--- config.mk ---
export PLATFORM = sky130hd
export DESIGN_NAME = arm_mc_controller
export DESIGN_NICKNAME = d
export VERILOG_FILES = /design/src/rtl/arm_pkg.sv /design/src/rtl/arm_mc_controller_condlogic.sv /design/src/rtl/arm_mc_controller.sv
export SDC_FILE = /design/constraint.sdc
export NUM_CORES = 1
export LEC_CHECK = 0
export BUFFER_PORTS_ARGS = -buffer_cell sky130_fd_sc_hd__buf_2
export CAP_MARGIN = 20
export CORE_ASPECT_RATIO = 0.9
export CORE_UTILIZATION = 45
export DETAILED_ROUTE_END_ITERATION = 10
export PLACE_DENSITY = 0.86
export REMOVE_ABC_BUFFERS = 1
export SETUP_SLACK_MARGIN = 0.3
export SLEW_MARGIN = 20
export SYNTH_ARGS = -nofsm -noshare
export SYNTH_HDL_FRONTEND = slang
export SYNTH_HIERARCHICAL = 1
export SYNTH_SLANG_ARGS = --single-unit
--- constraint.sdc ---
create_clock -name clk -period 1.85 [get_ports clk]
set_input_delay 0.185 -clock clk [delete_from_list [all_inputs] [get_ports clk]]
set_output_delay 0.185 -clock clk [all_outputs]
set_load 0.005 [all_outputs]
--- src/rtl/arm_pkg.sv ---
// -----------------------------------------------------------------------------
// arm_pkg
// Shared definitions for the multicycle ARM control unit:
//   - FSM state encoding
//   - ALUControl encodings
//   - instruction op / cmd / cond field constants
//   - ImmSrc / ResultSrc / ALUSrcB select constants
//   - decode_cmd(): maps a data-processing cmd to ALU operation and write enables
// -----------------------------------------------------------------------------
package arm_pkg;

  typedef enum logic [3:0] {
    S_FETCH  = 4'd0,
    S_DECODE = 4'd1,
    S_MEMADR = 4'd2,
    S_MEMRD  = 4'd3,
    S_MEMWB  = 4'd4,
    S_MEMWR  = 4'd5,
    S_EXECR  = 4'd6,
    S_EXECI  = 4'd7,
    S_ALUWB  = 4'd8,
    S_BRANCH = 4'd9,
    S_HALT   = 4'd10
  } state_t;

  // ALUControl encodings
  localparam logic [2:0] ALU_ADD = 3'b000;
  localparam logic [2:0] ALU_SUB = 3'b001;
  localparam logic [2:0] ALU_AND = 3'b010;
  localparam logic [2:0] ALU_ORR = 3'b011;
  localparam logic [2:0] ALU_EOR = 3'b100;

  // op field (Instr[27:26])
  localparam logic [1:0] OP_DP  = 2'b00;
  localparam logic [1:0] OP_MEM = 2'b01;
  localparam logic [1:0] OP_BR  = 2'b10;
  localparam logic [1:0] OP_NOP = 2'b11;

  // cmd field (Instr[24:21])
  localparam logic [3:0] CMD_AND = 4'b0000;
  localparam logic [3:0] CMD_EOR = 4'b0001;
  localparam logic [3:0] CMD_SUB = 4'b0010;
  localparam logic [3:0] CMD_ADD = 4'b0100;
  localparam logic [3:0] CMD_CMP = 4'b1010;
  localparam logic [3:0] CMD_ORR = 4'b1100;

  // cond field (Instr[31:28])
  localparam logic [3:0] COND_AL = 4'b1110;

  // ImmSrc selects
  localparam logic [1:0] IMM_ROT8 = 2'b00;
  localparam logic [1:0] IMM_12   = 2'b01;
  localparam logic [1:0] IMM_24   = 2'b10;

  // ResultSrc selects
  localparam logic [1:0] RES_ALUOUT = 2'b00;
  localparam logic [1:0] RES_RDATA  = 2'b01;
  localparam logic [1:0] RES_ALU    = 2'b10;

  // ALUSrcB selects
  localparam logic [1:0] SRCB_RM   = 2'b00;
  localparam logic [1:0] SRCB_IMM  = 2'b01;
  localparam logic [1:0] SRCB_FOUR = 2'b10;

  typedef struct packed {
    logic [2:0] alu_ctrl;
    logic       reg_wr;
    logic       flag_wr;
  } cmd_dec_t;

  // Unsupported commands fall back to ADD and suppress every architectural
  // side effect, so they behave as a harmless NOP through ALUWB.
  function automatic cmd_dec_t decode_cmd(input logic [3:0] cmd);
    cmd_dec_t d;
    d.alu_ctrl = ALU_ADD;
    d.reg_wr   = 1'b1;
    d.flag_wr  = 1'b1;
    case (cmd)
      CMD_ADD: d.alu_ctrl = ALU_ADD;
      CMD_SUB: d.alu_ctrl = ALU_SUB;
      CMD_CMP: begin
        d.alu_ctrl = ALU_SUB;
        d.reg_wr   = 1'b0;
      end
      CMD_AND: d.alu_ctrl = ALU_AND;
      CMD_ORR: d.alu_ctrl = ALU_ORR;
      CMD_EOR: d.alu_ctrl = ALU_EOR;
      default: begin
        d.alu_ctrl = ALU_ADD;
        d.reg_wr   = 1'b0;
        d.flag_wr  = 1'b0;
      end
    endcase
    return d;
  endfunction

endpackage

--- src/rtl/arm_mc_controller_condlogic.sv ---
// -----------------------------------------------------------------------------
// condlogic
// Holds the NZCV flag register and evaluates the instruction condition code
// against the registered flags.
// Ports:
//   clk       in  core clock, rising edge
//   reset     in  asynchronous, active-high; clears the flags
//   cond      in  [3:0] condition field of the current instruction
//   alu_flags in  [3:0] NZCV produced by the ALU this cycle
//   flag_we   in  load alu_flags into the flag register at the next edge
//   condex    out condition passes for the registered flags
// -----------------------------------------------------------------------------
module condlogic
  import arm_pkg::*;
(
  input  logic       clk,
  input  logic       reset,
  input  logic [3:0] cond,
  input  logic [3:0] alu_flags,
  input  logic       flag_we,
  output logic       condex
);

  logic [3:0] flags;
  logic       n, z, c, v;

  // NOTE: sequential state is written with non-blocking assignments so every
  // register samples the pre-edge value of its inputs.
  always_ff @(posedge clk or posedge reset) begin
    if (reset)        flags <= 4'b0000;
    else if (flag_we) flags <= alu_flags;
  end

  assign {n, z, c, v} = flags;

  always_comb begin
    case (cond)
      4'b0000: condex = z;                 // EQ
      4'b0001: condex = ~z;                // NE
      4'b0010: condex = c;                 // CS
      4'b0011: condex = ~c;                // CC
      4'b0100: condex = n;                 // MI
      4'b0101: condex = ~n;                // PL
      4'b0110: condex = v;                 // VS
      4'b0111: condex = ~v;                // VC
      4'b1000: condex = c & ~z;            // HI
      4'b1001: condex = ~c | z;            // LS
      4'b1010: condex = ~(n ^ v);          // GE
      4'b1011: condex = n ^ v;             // LT
      4'b1100: condex = ~z & ~(n ^ v);     // GT
      4'b1101: condex = z | (n ^ v);       // LE
      COND_AL: condex = 1'b1;              // AL
      default: condex = 1'b0;              // 1111 never executes
    endcase
  end

endmodule

--- src/rtl/arm_mc_controller.sv ---
// -----------------------------------------------------------------------------
// arm_mc_controller
// Moore-style multicycle control unit. One memory port is shared between
// instruction fetch and data access; accesses use a MemReq/MemReady handshake
// with a wait-state timeout that halts the core and raises a sticky Fault.
// Parameters:
//   WAIT_EN   1: honour MemReady; 0: every access completes in its issue cycle
//   MAX_WAIT  unanswered MemReq cycles tolerated before Fault (1..255)
// Ports:
//   clk, reset             clock / asynchronous active-high reset
//   Instr[19:0]            Instr[31:12] from the IR: cond, op, I, cmd, S, Rn, Rd
//   ALUFlags[3:0]          NZCV from the ALU this cycle
//   MemReady               memory completes the current access this cycle
//   MemReq, MemWrite       memory request / store strobe
//   AdrSrc                 0 PC address, 1 ALUOut address
//   IRWrite, PCWrite       IR / PC load enables
//   RegWrite, RegSrc[1:0]  register file write enable / read-port selects
//   ImmSrc[1:0]            extender mode
//   ALUSrcA, ALUSrcB[1:0]  ALU operand selects
//   ResultSrc[1:0]         result bus select
//   ALUControl[2:0]        ALU operation
//   Fault                  sticky memory timeout flag
// -----------------------------------------------------------------------------
module arm_mc_controller
  import arm_pkg::*;
#(
  parameter logic WAIT_EN  = 1'b1,
  parameter int   MAX_WAIT = 16
) (
  input  logic        clk,
  input  logic        reset,
  input  logic [19:0] Instr,
  input  logic [3:0]  ALUFlags,
  input  logic        MemReady,
  output logic        MemReq,
  output logic        MemWrite,
  output logic        AdrSrc,
  output logic        IRWrite,
  output logic        PCWrite,
  output logic        RegWrite,
  output logic [1:0]  RegSrc,
  output logic [1:0]  ImmSrc,
  output logic        ALUSrcA,
  output logic [1:0]  ALUSrcB,
  output logic [1:0]  ResultSrc,
  output logic [2:0]  ALUControl,
  output logic        Fault
);

  // A stall on the cycle whose increment would bring the counter to MAX_WAIT
  // is the MAX_WAIT-th unanswered cycle; that is where the timeout fires.
  localparam logic [7:0] LAST_WAIT = 8'(MAX_WAIT - 1);

  // Instruction fields (port bit = architectural bit - 12)
  logic [3:0] cond;
  logic [1:0] op;
  logic       i_bit;
  logic [3:0] cmd;
  logic       s_bit;
  logic [3:0] rd;
  logic       unused_rn;

  assign cond      = Instr[19:16];
  assign op        = Instr[15:14];
  assign i_bit     = Instr[13];
  assign cmd       = Instr[12:9];
  assign s_bit     = Instr[8];
  assign rd        = Instr[3:0];
  assign unused_rn = ^Instr[7:4];

  state_t     state, state_n;
  logic [7:0] wait_cnt;
  logic       fault_q;
  logic       condex;
  logic       flag_we;
  logic       mem_access;
  logic       mem_done;
  logic       mem_stall;
  cmd_dec_t   dec;

  assign dec        = decode_cmd(cmd);
  assign mem_access = (state == S_FETCH) || (state == S_MEMRD) || (state == S_MEMWR);
  assign mem_done   = mem_access && (MemReady || !WAIT_EN);
  assign mem_stall  = mem_access && !mem_done;
  assign Fault      = fault_q;

  condlogic u_condlogic (
    .clk       (clk),
    .reset     (reset),
    .cond      (cond),
    .alu_flags (ALUFlags),
    .flag_we   (flag_we),
    .condex    (condex)
  );

  // Next-state logic
  always_comb begin
    // NOTE: every combinational output gets a default first, so no path
    // through the case can leave it unassigned and infer a latch.
    state_n = state;
    case (state)
      S_FETCH:  if (mem_done) state_n = S_DECODE;
      S_DECODE: begin
        if (!condex) state_n = S_FETCH;
        else begin
          case (op)
            OP_MEM: state_n = S_MEMADR;
            OP_DP:  state_n = i_bit ? S_EXECI : S_EXECR;
            OP_BR:  state_n = S_BRANCH;
            OP_NOP: state_n = S_FETCH;
          endcase
        end
      end
      S_MEMADR: state_n = s_bit ? S_MEMRD : S_MEMWR;   // S/L bit is L here
      S_MEMRD:  if (mem_done) state_n = S_MEMWB;
      S_MEMWB:  state_n = S_FETCH;
      S_MEMWR:  if (mem_done) state_n = S_FETCH;
      S_EXECR,
      S_EXECI:  state_n = S_ALUWB;
      S_ALUWB:  state_n = S_FETCH;
      S_BRANCH: state_n = S_FETCH;
      S_HALT:   state_n = S_HALT;
      default:  state_n = S_FETCH;
    endcase
  end

  always_ff @(posedge clk or posedge reset) begin
    if (reset) begin
      state    <= S_FETCH;
      wait_cnt <= 8'd0;
      fault_q  <= 1'b0;
    end else if (mem_stall && (wait_cnt == LAST_WAIT)) begin
      state    <= S_HALT;
      wait_cnt <= 8'd0;
      fault_q  <= 1'b1;
    end else begin
      state    <= state_n;
      wait_cnt <= mem_stall ? wait_cnt + 8'd1 : 8'd0;
    end
  end

  // Output decode
  always_comb begin
    MemReq     = 1'b0;
    MemWrite   = 1'b0;
    AdrSrc     = 1'b0;
    IRWrite    = 1'b0;
    PCWrite    = 1'b0;
    RegWrite   = 1'b0;
    RegSrc     = 2'b00;
    ImmSrc     = IMM_ROT8;
    ALUSrcA    = 1'b0;
    ALUSrcB    = SRCB_RM;
    ResultSrc  = RES_ALUOUT;
    ALUControl = ALU_ADD;
    flag_we    = 1'b0;
    case (state)
      S_FETCH: begin
        MemReq    = 1'b1;
        ALUSrcA   = 1'b1;
        ALUSrcB   = SRCB_FOUR;
        ResultSrc = RES_ALU;
        IRWrite   = mem_done;
        PCWrite   = mem_done;
      end
      S_DECODE: begin
        // PC+8 on the result bus feeds R15 reads
        ALUSrcA   = 1'b1;
        ALUSrcB   = SRCB_FOUR;
        ResultSrc = RES_ALU;
      end
      S_MEMADR: begin
        ALUSrcB = SRCB_IMM;
        ImmSrc  = IMM_12;
      end
      S_MEMRD: begin
        MemReq = 1'b1;
        AdrSrc = 1'b1;
      end
      S_MEMWB: begin
        ResultSrc = RES_RDATA;
        RegWrite  = 1'b1;
      end
      S_MEMWR: begin
        MemReq   = 1'b1;
        MemWrite = 1'b1;
        AdrSrc   = 1'b1;
        RegSrc   = 2'b10;
      end
      S_EXECR: begin
        ALUSrcB    = SRCB_RM;
        ALUControl = dec.alu_ctrl;
        flag_we    = s_bit && dec.flag_wr;
      end
      S_EXECI: begin
        ALUSrcB    = SRCB_IMM;
        ImmSrc     = IMM_ROT8;
        ALUControl = dec.alu_ctrl;
        flag_we    = s_bit && dec.flag_wr;
      end
      S_ALUWB: begin
        ResultSrc = RES_ALUOUT;
        RegWrite  = dec.reg_wr;
        PCWrite   = dec.reg_wr && (rd == 4'd15);
      end
      S_BRANCH: begin
        ALUSrcB   = SRCB_IMM;
        ImmSrc    = IMM_24;
        ResultSrc = RES_ALU;
        PCWrite   = 1'b1;
      end
      default: ;   // S_HALT: everything idle
    endcase

    // Strobes drop the moment reset rises, aborting any access in flight.
    if (reset) begin
      MemReq   = 1'b0;
      MemWrite = 1'b0;
      IRWrite  = 1'b0;
      PCWrite  = 1'b0;
      RegWrite = 1'b0;
      flag_we  = 1'b0;
    end
  end

endmodule

==> results.txt <==
The number of enable-type register cells in the synthesized netlist came out at 0. The post-detailed-route count of antenna-violating nets came out at 0. In this run the worst hold path is classified as in2reg. The critical path runs through a total of 5 cells. The worst-case setup margin in the final layout came out at -0.0582 ns. The final reports fail on negative setup slack.

For this run, the slowest stage of the critical path takes between 0.5 and 0.6 ns. The slack of the worst reg-to-reg path came out at -0.03 ns. The proportion of synthesized chip area in sequential cells came out at 31.7%. The height of the chip is 53.8 um. The sum of internal, switching and leakage power is roughly 0.002 W. The per-cell routed wire length is 15.0 um. The core region is around 0.0028 sq mm. The unique cell type count in the Yosys netlist came out at 56. Walking the worst path, the cells encountered are buf_4 > nor2_1 > nand2_1 > nor4_1 > buf_2.

After synthesis, the share of flip-flops with an asynchronous set or reset is 100%. By instance count, the leading cell after synthesis is sky130_fd_sc_hd__dfrtp_1. In this run, the number of DRC markers left after iteration 0 of detailed routing was 88.

The cell area after synthesis is 0.00134 sq mm. The number of global-route vias before repair came out at 1133. The antenna cell count came out at 0. In this run the cell area measured after placement is 0.00158 sq mm.

The run finished, with violations left. The maximum clock skew at final layout is 0.00467 ns. The global routing stage identified its most utilized layer as met2. At the end of the flow, the number of nets in the layout was 227. The most used flip-flop cell after synthesis is sky130_fd_sc_hd__dfrtp_1. The final cell count without fillers is between 200 and 250. Summed over all instances, the cell type with the most area after synthesis is sky130_fd_sc_hd__dfrtp_1. The cell count after synthesis is 147. The startpoint kind of the worst setup timing path is a flop. The transition time of the tightest slew-check pin is 0.508 ns. The proportion of layout cells with a drive suffix above 1 is between 40% and 50%. The signed area change from the synthesized netlist to the final layout came out at 36.4%. The worst hold path passes through 3 cells. The maximum number of pins on one net before global-route repair is 17. The worst setup path category is reg2out. The met1 usage came out at 26.2%. Setup repair after global routing could not meet its margin everywhere.

The kind of cell with the highest combined delay along the critical path is flip-flops. The commonest cells after synthesis are sky130_fd_sc_hd__dfrtp_1, sky130_fd_sc_hd__a21oi_1, sky130_fd_sc_hd__inv_1, sky130_fd_sc_hd__nor3_1, sky130_fd_sc_hd__or3_1. In this run switching power makes up 42.3% of total power. The die is between 50 and 60 um wide. Sequential cells burn 31.9% of the power. The critical path required time came out at 1.66 ns.

The minimum clock period after layout came out at 1.91 ns. The detailed router placed 1376 vias in this run. The filler cell count came out at 225. The number of rows in the core area is 18. The cell leakage power is about 0.8 nW. The CTS sink count is 17. TritonCTS built the clock tree. The H-tree depth reported by CTS is 1. The initial antenna violation count is 0.

The final count of negative-setup-slack endpoints came out at 5. The HPWL after detailed placement is approximately 2300 um. The end-of-flow core utilization is 65.6%. The number of synthesized register bits came out at 17. The mean post-synth cell area is 9.14 sq um. The number of clock buffers added by TritonCTS is 3. The buffer cell driving the clock tree root is sky130_fd_sc_hd__clkbuf_4. The worst reg-to-reg path cell count came out at 8.

The highest-delay cell along the critical path is sky130_fd_sc_hd__dfrtp_1. In the post-synthesis netlist, the biggest area contributors are sky130_fd_sc_hd__dfrtp_1, sky130_fd_sc_hd__mux2_1, sky130_fd_sc_hd__or3_1. The data arrival time at the worst-slack endpoint is 1.72 ns. The combinational share of power came out at 57.5%. The I/O pin total came out at 46.

The total routing resource utilization after global routing is 21.5%. Summed over all layers, the routed wires come to 3570 um. The floorplan step defined a die boundary enclosing 0.00321 sq mm.

The final critical-path share of the clock period is 103%. The met2 track demand over resource in global routing is 39.7%. For this design the total switching power over the nets is 0.000822 W. The met3 track demand over resource is 3.13%. VDD sags by at most 0.000526 V.

The clock-pin slew of the registers on the worst-case setup and hold paths is 0.10 ns. The initial utilization of the core area, before any placement, comes to 48.1%. The final worst hold slack came out at 0.0978 ns. Global routing finished with a remaining overflow of 0. The total internal power came out at 0.00112 W. The maximum count of clock buffers along a single path came out at 2. The number of detailed-routing iterations run before antenna repair is 4. The post-placement cell count came out at 225. The worst-path maximum fanout is 10. During synthesis, Yosys emitted a total of 6 warnings. The category of the worst setup path capture point is a primary output. Headroom to the max-slew limit came out at between 60% and 70%.

The residual DRC count is 0. The via-per-instance ratio is between 5 and 6. The first global-routing pass estimated 5100 um of wire. The cell area after layout came out at 0.00183 sq mm. The number of hold-slack violations in the final timing report came out at 0. The final RePlAce weighted congestion came out at slightly below 0.8. The max-capacitance violation count came out at 0. The portion of synthesized cell area occupied by the leading cell type came out at 31.7%. In this run, the clock network consumes between 10% and 20% of the power. The count of port buffers added during placement is 40.

At the later pin of the worst-skew pair, clock insertion delay measures 0.30 ns. The buffering stage count on the worst path with inverters included is 2. Power spread over the standard cell area amounts to 1060 mW/mm^2. The upper clock frequency limit came out at 524 MHz.

The number of slew-limit violations in the final report came out at 0.
## routing by layer
metal,up-vias,part of all wire [%]
met2,53,52
li1,649,-
met3,8,4.3
met4,0,1.7
met5,-,0
met1,666,42
## flip-flops by register name, indices dropped and copies added, names as in the netlist
signal,count
state,4
wait_cnt,8
u_condlogic/flags,4
Fault,1
## final timing paths
path,startpoint,end
min in group asynchronous,reset,u_condlogic/flags[0]
max reg2reg,u_condlogic/flags[3],state[1]
max in group asynchronous,reset,state[0]
max,state[2],IRWrite
min,ALUFlags[3],u_condlogic/flags[3]
min reg2reg,wait_cnt[0],wait_cnt[0]
## repair_timing
item                                    CTS  global route
hold buffers                              2             0
endpoints found under the hold margin     4             0
endpoints found under the setup margin   23            30
resized for setup                        11            23
setup buffers                             5             1
pin swaps                                 9            13
gates cloned                              0             1
## worst register-to-register path: stages (launching register included)
cell                        delay (ns)
sky130_fd_sc_hd__dfrtp_1          0.40
sky130_fd_sc_hd__inv_1            0.07
sky130_fd_sc_hd__or3_4            0.37
sky130_fd_sc_hd__a21oi_2          0.14
sky130_fd_sc_hd__o2bb2ai_2        0.09
sky130_fd_sc_hd__xor2_2           0.15
sky130_fd_sc_hd__nor4bb_2         0.17
sky130_fd_sc_hd__a22oi_1          0.24
sky130_fd_sc_hd__o22ai_1          0.12
## power by group through the flow
stage	logic (W)	registers (W)	clock network, W
after CTS	0.000932	0.000586	0.000202
after global placement	0.000797	0.000590	0
after detailed placement	0.000812	0.000596	0
after floorplan	0.000491	0.000583	0
final	0.00112	0.000621	0.000206
after global routing	0.00120	0.000635	0.000211
## layout by cell type (no fill, tap or decap), drive strengths merged, types with 3 or more instances in the layout
cell | Yosys | routed
buf | 9 | 54
a21oi | 8 | 8
nand2 | 6 | 6
nor2 | 5 | 5
nor2b | 3 | 3
inv | 9 | 9
or3 | 7 | 7
o22ai | 3 | 3
nor3 | 9 | 9
o21ai | 7 | 7
xnor2 | 4 | 4
clkbuf | 0 | 3
nor4 | 3 | 3
nand3b | 3 | 3
nor3b | 4 | 4
dfrtp | 17 | 17
o2bb2ai | 3 | 3
mux2 | 5 | 5
nand2b | 3 | 3
## final cells by class
cell class | count | area [sq um] | share of cell area (%)
multi-input cells | 112 | 941 | 51.3
clock inverters | 1 | 5.00 | 0.273
inverters | 9 | 33.8 | 1.84
repair buffers | 56 | 348 | 19.0
flip-flops and latches | 17 | 433 | 23.6
clock buffers | 3 | 22.5 | 1.23
well taps | 40 | 50.0 | 2.73
## cell families (layout without fill, tap and decap cells)
group | count (synthesis) | after routing | share of synthesized area [%]
fa+ha+maj | 1 | 1 | 0.931
compound gates | 38 | 38 | 20.9
mux | 7 | 7 | 5.68
flops | 17 | 17 | 31.7
xor+xnor | 6 | 6 | 3.91
buf+inv | 18 | 69 | 7.73
simple gates | 59 | 59 | 29.0
other cells | 1 | 1 | 0.279
## per-stage QoR
step	TNS [ns]	setup WS [ns]
2_1_floorplan	-0.108	-0.108
3_3_place_gp	0	0.0260
3_5_place_dp	-0.0729	-0.0458
4_1_cts	-0.0200	-0.0134
5_1_grt	-0.604	-0.113
6_report	-0.149	-0.0582
No activity file was read; power rests on OpenSTA's default activity.
